<file path="src/rtl/chunked_add_sub.sv">
// Multi-cycle WIDTH-bit add/subtract with N/Z/C/V flags, CHUNK bits per clock through one ripple slice.
// Latency: Start accepted at edge E0 -> Done pulses in the cycle after edge E0+NCHUNK; no backpressure, Start ignored while Busy.
// Optional CHUNKED_ADD_SUB_ACCUM_EN adds Accum: operand A taken from the current Sum register.
module chunked_add_sub #(
    parameter int WIDTH = 32,
    parameter int CHUNK = 8
) (
    input  logic             clk,
    input  logic             reset_n,
    input  logic             Start,
    input  logic             Sub,
    input  logic             CarryIn,
`ifdef CHUNKED_ADD_SUB_ACCUM_EN
    input  logic             Accum,
`endif
    input  logic [WIDTH-1:0] A,
    input  logic [WIDTH-1:0] B,
    output logic             Busy,
    output logic             Done,
    output logic [WIDTH-1:0] Sum,
    output logic             CarryOut,
    output logic             Overflow,
    output logic             Zero,
    output logic             Negative
);

    localparam int NCHUNK = WIDTH / CHUNK;
    localparam int IDXW   = (NCHUNK > 1) ? $clog2(NCHUNK) : 1;

    typedef enum logic {
        IDLE = 1'b0,
        RUN  = 1'b1
    } state_t;

    state_t            state;
    state_t            state_next;
    logic              accept;
    logic              last;
    logic [IDXW-1:0]   idx;
    logic [WIDTH-1:0]  a_sh;
    logic [WIDTH-1:0]  bx_sh;
    logic [WIDTH-1:0]  res_sh;
    logic [WIDTH-1:0]  res_next;
    logic [WIDTH-1:0]  a_src;
    logic              carry;
    logic [CHUNK:0]    csum;

    assign last = (idx == IDXW'(NCHUNK - 1));

`ifdef CHUNKED_ADD_SUB_ACCUM_EN
    assign a_src = Accum ? Sum : A;
`else
    assign a_src = A;
`endif

    always_ff @(posedge clk or negedge reset_n) begin
        if (!reset_n) begin
            state <= IDLE;
        end else begin
            state <= state_next;
        end
    end

    always_comb begin
        state_next = state;
        accept     = 1'b0;
        Busy       = 1'b0;
        case (state)
            IDLE: begin
                if (Start) begin
                    accept     = 1'b1;
                    state_next = RUN;
                end
            end
            RUN: begin
                Busy = 1'b1;
                if (last) begin
                    state_next = IDLE;
                end
            end
            default: state_next = IDLE;
        endcase
    end

    // One CHUNK-bit ripple slice; operands shift down so the active chunk is always at bit 0.
    always_comb begin
        csum     = {1'b0, a_sh[CHUNK-1:0]} + {1'b0, bx_sh[CHUNK-1:0]} + {{CHUNK{1'b0}}, carry};
        res_next = (WIDTH'(csum[CHUNK-1:0]) << (WIDTH - CHUNK)) | (res_sh >> CHUNK);
    end

    always_ff @(posedge clk or negedge reset_n) begin
        if (!reset_n) begin
            a_sh     <= '0;
            bx_sh    <= '0;
            res_sh   <= '0;
            carry    <= 1'b0;
            idx      <= '0;
            Done     <= 1'b0;
            Sum      <= '0;
            CarryOut <= 1'b0;
            Overflow <= 1'b0;
            Zero     <= 1'b0;
            Negative <= 1'b0;
        end else begin
            Done <= 1'b0;
            if (accept) begin
                a_sh  <= a_src;
                bx_sh <= Sub ? ~B : B;
                carry <= Sub ? 1'b1 : CarryIn;
                idx   <= '0;
            end else if (state == RUN) begin
                a_sh   <= a_sh >> CHUNK;
                bx_sh  <= bx_sh >> CHUNK;
                res_sh <= res_next;
                carry  <= csum[CHUNK];
                idx    <= idx + IDXW'(1);
                if (last) begin
                    // On the final chunk the low bits of the shifters hold the operand MSBs.
                    Sum      <= res_next;
                    CarryOut <= csum[CHUNK];
                    Overflow <= (a_sh[CHUNK-1] == bx_sh[CHUNK-1]) && (csum[CHUNK-1] != a_sh[CHUNK-1]);
                    Zero     <= (res_next == '0);
                    Negative <= csum[CHUNK-1];
                    Done     <= 1'b1;
                end
            end
        end
    end

endmodule

</file>
<file path="config.mk">
export PLATFORM = sky130hd
export DESIGN_NAME = chunked_add_sub
export DESIGN_NICKNAME = d
export VERILOG_FILES = /design/src/rtl/chunked_add_sub.sv
export SDC_FILE = /design/constraint.sdc
export NUM_CORES = 1
export LEC_CHECK = 0
export ABC_AREA = 1
export CAP_MARGIN = 20
export CORE_UTILIZATION = 45
export CTS_CLUSTER_DIAMETER = 200
export DETAILED_ROUTE_END_ITERATION = 8
export PLACE_DENSITY = 0.71
export SKIP_CTS_REPAIR_TIMING = 1
export SYNTH_ARGS = -nofsm -noshare
export SYNTH_HDL_FRONTEND = slang
export SYNTH_SLANG_ARGS = --single-unit
export TNS_END_PERCENT = 5
</file>
<file path="constraint.sdc">
create_clock -name clk -period 4.1 [get_ports clk]
set_input_delay 0.82 -clock clk [delete_from_list [all_inputs] [get_ports clk]]
set_output_delay 0.82 -clock clk [all_outputs]
set_load 0.02 [all_outputs]
</file>
==> results of run 1 <==
cell usage in the layout (no fill, tap or decap), drive strengths merged, types with 5 or more instances in the layout:
master	synthesis	layout
clkbuf	13	21
inv	53	54
dfrtp	128	128
buf	22	6
clkdlybuf4s50	0	104
o221ai	7	7
a22oi	25	25
o21ai	88	88
ha	8	8
o211ai	9	9
xnor2	33	33
nand4	5	5
nand3	18	18
nor2	21	21
nand2	157	157
power breakdown:
| part | internal, mW | leakage, nW | switching [mW] |
|---|---|---|---|
| registers | 1.74 | 1.67 | 0.333 |
| clock network | 0.919 | 0.275 | 0.530 |
| logic | 0.800 | 1.37 | 1.14 |
Yosys cell counts:
cell type    n  share of area
a22o_1       4         0.0062
inv_1       51          0.034
a21o_1       1         0.0013
nand3b_1     3         0.0040
nand4_1      5         0.0055
nor2_4       1         0.0020
nor2_2       1         0.0011
o211ai_1     9          0.012
buf_2       17          0.015
fa_1         2         0.0070
or2_4        1         0.0015
a22oi_1     25          0.033
buf_4        5         0.0066
xnor2_1     33          0.051
a21oi_1      4         0.0035
nand2_2      4         0.0044
ha_1         8          0.018
o22ai_1      1         0.0011
dfrtp_1    128           0.56
xor2_1       1         0.0015
o221ai_1     7          0.011
clkbuf_1    13         0.0086
a31oi_1      2         0.0022
inv_2        2         0.0013
nor2_1      19          0.013
nand2_1    153           0.10
o21ai_0     88          0.077
nand3_1     17          0.015
nand3_2      1         0.0018
per-stage QoR:
stage	setup slack (ns)	power (mW)	instance area, µm²	hold slack (ns)
after floorplan	2.308	3.313	5695	0.4530
after global placement	1.512	3.963	6832	0.4652
after detailed placement	1.479	4.038	6832	0.4675
after CTS	1.344	5.509	7403	0.4821
after global routing	1.248	5.881	7403	0.4930
final	1.372	5.465	7403	0.4792
metal layers:
| layer | track usage | routed length (µm) |
|---|---|---|
| met4 | 0.07273 | 170 |
| met3 | 0.04923 | 665 |
| met2 | 0.3422 | 6003 |
| met1 | 0.2767 | 5581 |
| met5 | 0 | 0 |
sequential cells by signal (all words and copies together), names as in the netlist:
register / count
state: 1
Zero: 1
res_sh: 24
Sum: 32
Overflow: 1
bx_sh: 32
CarryOut: 1
a_sh: 32
carry: 1
Done: 1
idx: 2
worst max-delay path by stage:
| stage | startpoint | endpoint | cells after the start |
|---|---|---|---|
| floorplan | a_sh[0] | Zero | 11 |
| global placement | Start | carry | 5 |
| detailed placement | Start | carry | 5 |
| CTS | state | Busy | 1 |
| global route | state | Busy | 1 |
| finish | state | Busy | 1 |
kinds of logic after synthesis:
logic type                 after synthesis  share of synthesized area
AOI/OAI and AO/OA                      141                     0.1472
xor gates and xnor gates                34                    0.05229
adders and majority gates               10                    0.02461
buffers and inverters                   88                    0.06503
DFF                                    128                     0.5624
and+or+nand+nor                        205                     0.1485
layout make-up:
cell class,count,area (µm²)
Clock buffer,21,460.4
Clock inverter,10,111.4
Fill cell,1056,4758
Inverter,53,198.9
Multi-Input combinational cell,390,2122
Sequential cell,128,3204
Tap cell,168,210.2
Timing Repair Buffer,110,1096
==> results.md, run 1 <==
- Drt drc: 0
- ANT nets after route: 0
- Unique masters post-synth: 29
- TNS Setup: 0 ns
- Required @ worst endpoint: 3.28 ns
- Initial antenna violation count: 0
- Yosys warnings: 0
- Final Hold Viols: 0
- Post-Route WL: 12420 µm
- CP Max Fanout: 44
- Mapped Area: 5695 µm²
- Total GRT Usage: 0.2103
- CP cell instances: clkdlybuf4s50_1
- First-pass GRT wire length: 21140 µm
- Placed cell count: 849
- Avg Vias per Cell: 5.110
- Layout Cells excl Fill: 880
- Initial drt markers: 373
- Die H: 114.5 µm
- Critical path class: register to output port
- Largest net degree at the start of global routing: 66
- Die X: 114.5 µm
- Worst Hold Launch: Sum[17]
- Clk root buf: clkbuf_16
- Die Footprint: 13110 µm²
- CP peak stage delay: 0.76 ns
- Clock slew at reported path FFs: 0.06 ns
- Post-Syn Instances: 606
- Syn Area/Cell: 9.398 µm²
- Fmax: 366.6 MHz
- Clk sinks: 128
- Crit path time final: 2.728 ns
- Hold depth: 2
- Share of layout cells above drive strength 1: 0.06461
- Nets: 779
- R2R Path Start: state
- Wire per inst: 14.11 µm
- Max-Cap Viols: 0
- Initial Utilization: 0.4683
- LEAKAGE: 3.321 nW
- GPL Wtd Cong: 0.8261
- Worst hold endpoint: Sum[17]
- H-tree levels: 4
- Port bufs: 106
- TritonCTS clock tree: built
- Slew Limit Fails: 0
- CP bufs+invs: 1
- Worst VDD drop: 260.3 µV
- Post-Syn Nets: 685
- Core footprint: 12160 µm²
- N_diodes: 0
- Hold WC Path Type: register to register
- Global route overflow: 0
- Dpl hpwl: 8554 µm
- Pwr/cell area: 738.2 nW/µm²
- Setup Skew: 0.004855 ns
- Pre-antenna DRT Iters: 5
- Vias in the first global route: 4335
- Num ports: 107
- Register-to-register setup slack: 1.71 ns
- Relative slew slack: 0.4231
- Crit-path leading delay family: flip-flops
- Worst-Skew Late Latency: 0.41 ns
- Tcrit/Tclk final: 0.6654
- CP Capture Type: output port
- Critical Path AT: 1.91 ns
- Placement row count: 40
- End-of-flow core utilization: 0.6087
- Routed vias: 4497
- RSZ-0062 raised after global routing: no
- Critical Path Source Type: register
- Worst-margin pin slew: 0.8654 ns
- R2r endpoint: carry
- Slowest library cell on the worst path: dfrtp_2
- Sequential area share after synthesis: 0.5624
- Area delta synth->final: 29.99%
- CTS Buf Count: 17
- Outcome: finished, final reports clean
- Finish-stage setup viols: 0
- R2R depth: 5
- Synthesized flop and latch total: 128
- Max clock buf depth: 2
Note: power is estimated with default switching activity, not from simulation.
==> run 2: changes to the inputs <==
==> constraint.sdc (replaced) <==
create_clock -name clk -period 2.7 [get_ports clk]
set_input_delay 0.54 -clock clk [delete_from_list [all_inputs] [get_ports clk]]
set_output_delay 0.54 -clock clk [all_outputs]
set_load 0.02 [all_outputs]
==> results.md, run 2 (same netlist as run 1, synthesis figures left out) <==
- Outcome: finished, final reports clean
- Critical Path AT: 1.68 ns (-0.23 ns)
- Drt drc: 0 (unchanged)
- Slowest library cell on the worst path: clkdlybuf4s50_1
- Worst-margin pin slew: 0.9108 ns (+0.04540 ns)
- CP Max Fanout: 17 (-61%)
- Clk sinks: 128 (unchanged)
- CP Capture Type: output port
- Final Hold Viols: 0 (unchanged)
- Power share of the clock group: 0.284 (+0.019)
- RSZ-0062 raised after global routing: no
- Core footprint: 12160 µm² (unchanged)
- Worst VDD drop: 520.8 µV (+100%)
- Fmax: 451.0 MHz
- Critical path class: register to output port
- Worst-Skew Late Latency: 0.41 ns (about the same)
- Port bufs: 106 (unchanged)
- Finish-stage setup viols: 0 (unchanged)
- Most frequent cells in the layout: nand2_1, dfrtp_1, clkdlybuf4s50_1
- Avg Vias per Cell: 5.038 (-1.4%)
- Dpl hpwl: 8751 µm (+2.3%)
- CP peak stage delay: 0.71 ns (-0.05 ns)
- N_diodes: 0 (unchanged)
- Nets: 784 (+0.64%)
- TritonCTS clock tree: built
- Post-Route WL: 12550 µm (+1.0%)
- Relative slew slack: 0.3928 (-0.03026)
- Setup Skew: 0.007963 ns (+0.003108 ns)
- First-pass GRT wire length: 20960 µm (-0.88%)
- Switching portion of total power: 0.3605 (-0.006142)
- LEAKAGE: 3.379 nW (+1.8%)
- Max clock buf depth: 2 (unchanged)
- Routed vias: 4464 (-0.73%)
- Critical Path Source Type: register
- Area delta synth->final: 31.85%
- Die X: 114.5 µm (unchanged)
- Pre-CTS setup slack: 0.6428 ns (-0.8366 ns)
- Crit-path leading delay family: buffers and inverters
- Initial Utilization: 0.4683 (unchanged)
- Hold WS: 0.4806 ns (+0.001413 ns)
- Biggest regs: Sum: 32 flops, a_sh: 32 flops, bx_sh: 32 flops
- Initial antenna violation count: 0 (unchanged)
- ANT nets after route: 0 (unchanged)
- CTS Buf Count: 17 (unchanged)
- Required @ worst endpoint: 2.16 ns (-1.12 ns)
- Sequential power share: 0.367 (-0.013)
- Max-Cap Viols: 0 (unchanged)
- Hold WC Path Type: register to register
- GPL Wtd Cong: 0.8202 (-0.71%)
- Initial drt markers: 270 (-28%)
- Die Footprint: 13110 µm² (unchanged)
- Placement row count: 40 (unchanged)
- H-tree levels: 4 (unchanged)
- TNS Setup: 0 ns (unchanged)
- Pwr/cell area: 1140 nW/µm² (+54%)
- NetSw: 3.087 mW (+54%)
- Pre-antenna DRT Iters: 5 (unchanged)
- Vias in the first global route: 4278 (-1.3%)
- CP cell instances: clkdlybuf4s50_1
- Power share of the combinational group: 0.349 (-0.006)
- Share of layout cells above drive strength 1: 0.07242 (+0.007817)
- Die H: 114.5 µm (unchanged)
- Power Internal: 5.476 mW (+58%)
- Global route overflow: 0 (unchanged)
- CP bufs+invs: 1 (unchanged)
- Most common cell after layout, fill and taps aside: nand2_1
- PnR worst setup slack: 0.4825 ns (-0.8894 ns)
- Clk root buf: clkbuf_16
- Crit path time final: 2.217 ns
- Clock slew at reported path FFs: 0.05 ns (about the same)
- Wire per inst: 14.16 µm (+0.33%)
- Tcrit/Tclk final: 0.8213
- Total GRT Usage: 0.2076 (-0.002710)
- Num ports: 107 (unchanged)
- Largest net degree at the start of global routing: 84 (+27%)
- Slew Limit Fails: 0 (unchanged)
==> run 2: metal layers <==
metal / share of wire / up-vias / global-route usage / routed length, µm
li1: - / 2189 / - / -
met1: 0.46 / 2118 / 0.2800 / 5715
met3: 0.053 / 22 / 0.04923 / 669
met5: 0 / - / 0 / 0
met4: 0.022 / 0 / 0.08398 / 277
met2: 0.47 / 135 / 0.3236 / 5883
==> run 2: cell type report <==
type / count / area, µm²
Clock inverter: 12 / 181.4
Fill cell: 1010 / 4652
Clock buffer: 20 / 456.7
Inverter: 53 / 198.9
Tap cell: 168 / 210.2
Multi-Input combinational cell: 390 / 2122
Timing Repair Buffer: 115 / 1136
Sequential cell: 128 / 3204
==> run 2: path summary, 6_finish.rpt <==
kind,depth (start not counted),startpoint,end,slack (ns)
setup / recovery,1,state,Busy,0.48
max in group asynchronous,3,reset_n,state,1.49
hold reg to reg,2,Overflow,Overflow,0.48
setup reg to reg,11,a_sh[0],Zero,0.75
hold / removal,2,Overflow,Overflow,0.48
min in group asynchronous,2,reset_n,Sum[3],0.53
==> run 2: power by group through the flow <==
stage                     Clock [mW]  Combinational (mW)  Sequential [mW]
after detailed placement           0                2.99             3.16
after floorplan                    0                1.79             3.24
after CTS                       2.46                3.01             3.14
after global routing            2.56                3.36             3.22
after global placement             0                2.91             3.13
final                           2.43                2.99             3.14
==> run 2: through the flow <==
step	power [mW]	std cells	area (µm²)	util
finish	8.562	886	7510	0.6175
global route	9.147	886	7510	0.6175
CTS	8.615	885	7500	0.6167
detailed placement	6.154	853	6862	0.5642
global placement	6.044	853	6862	0.5642
floorplan	5.031	606	5695	-
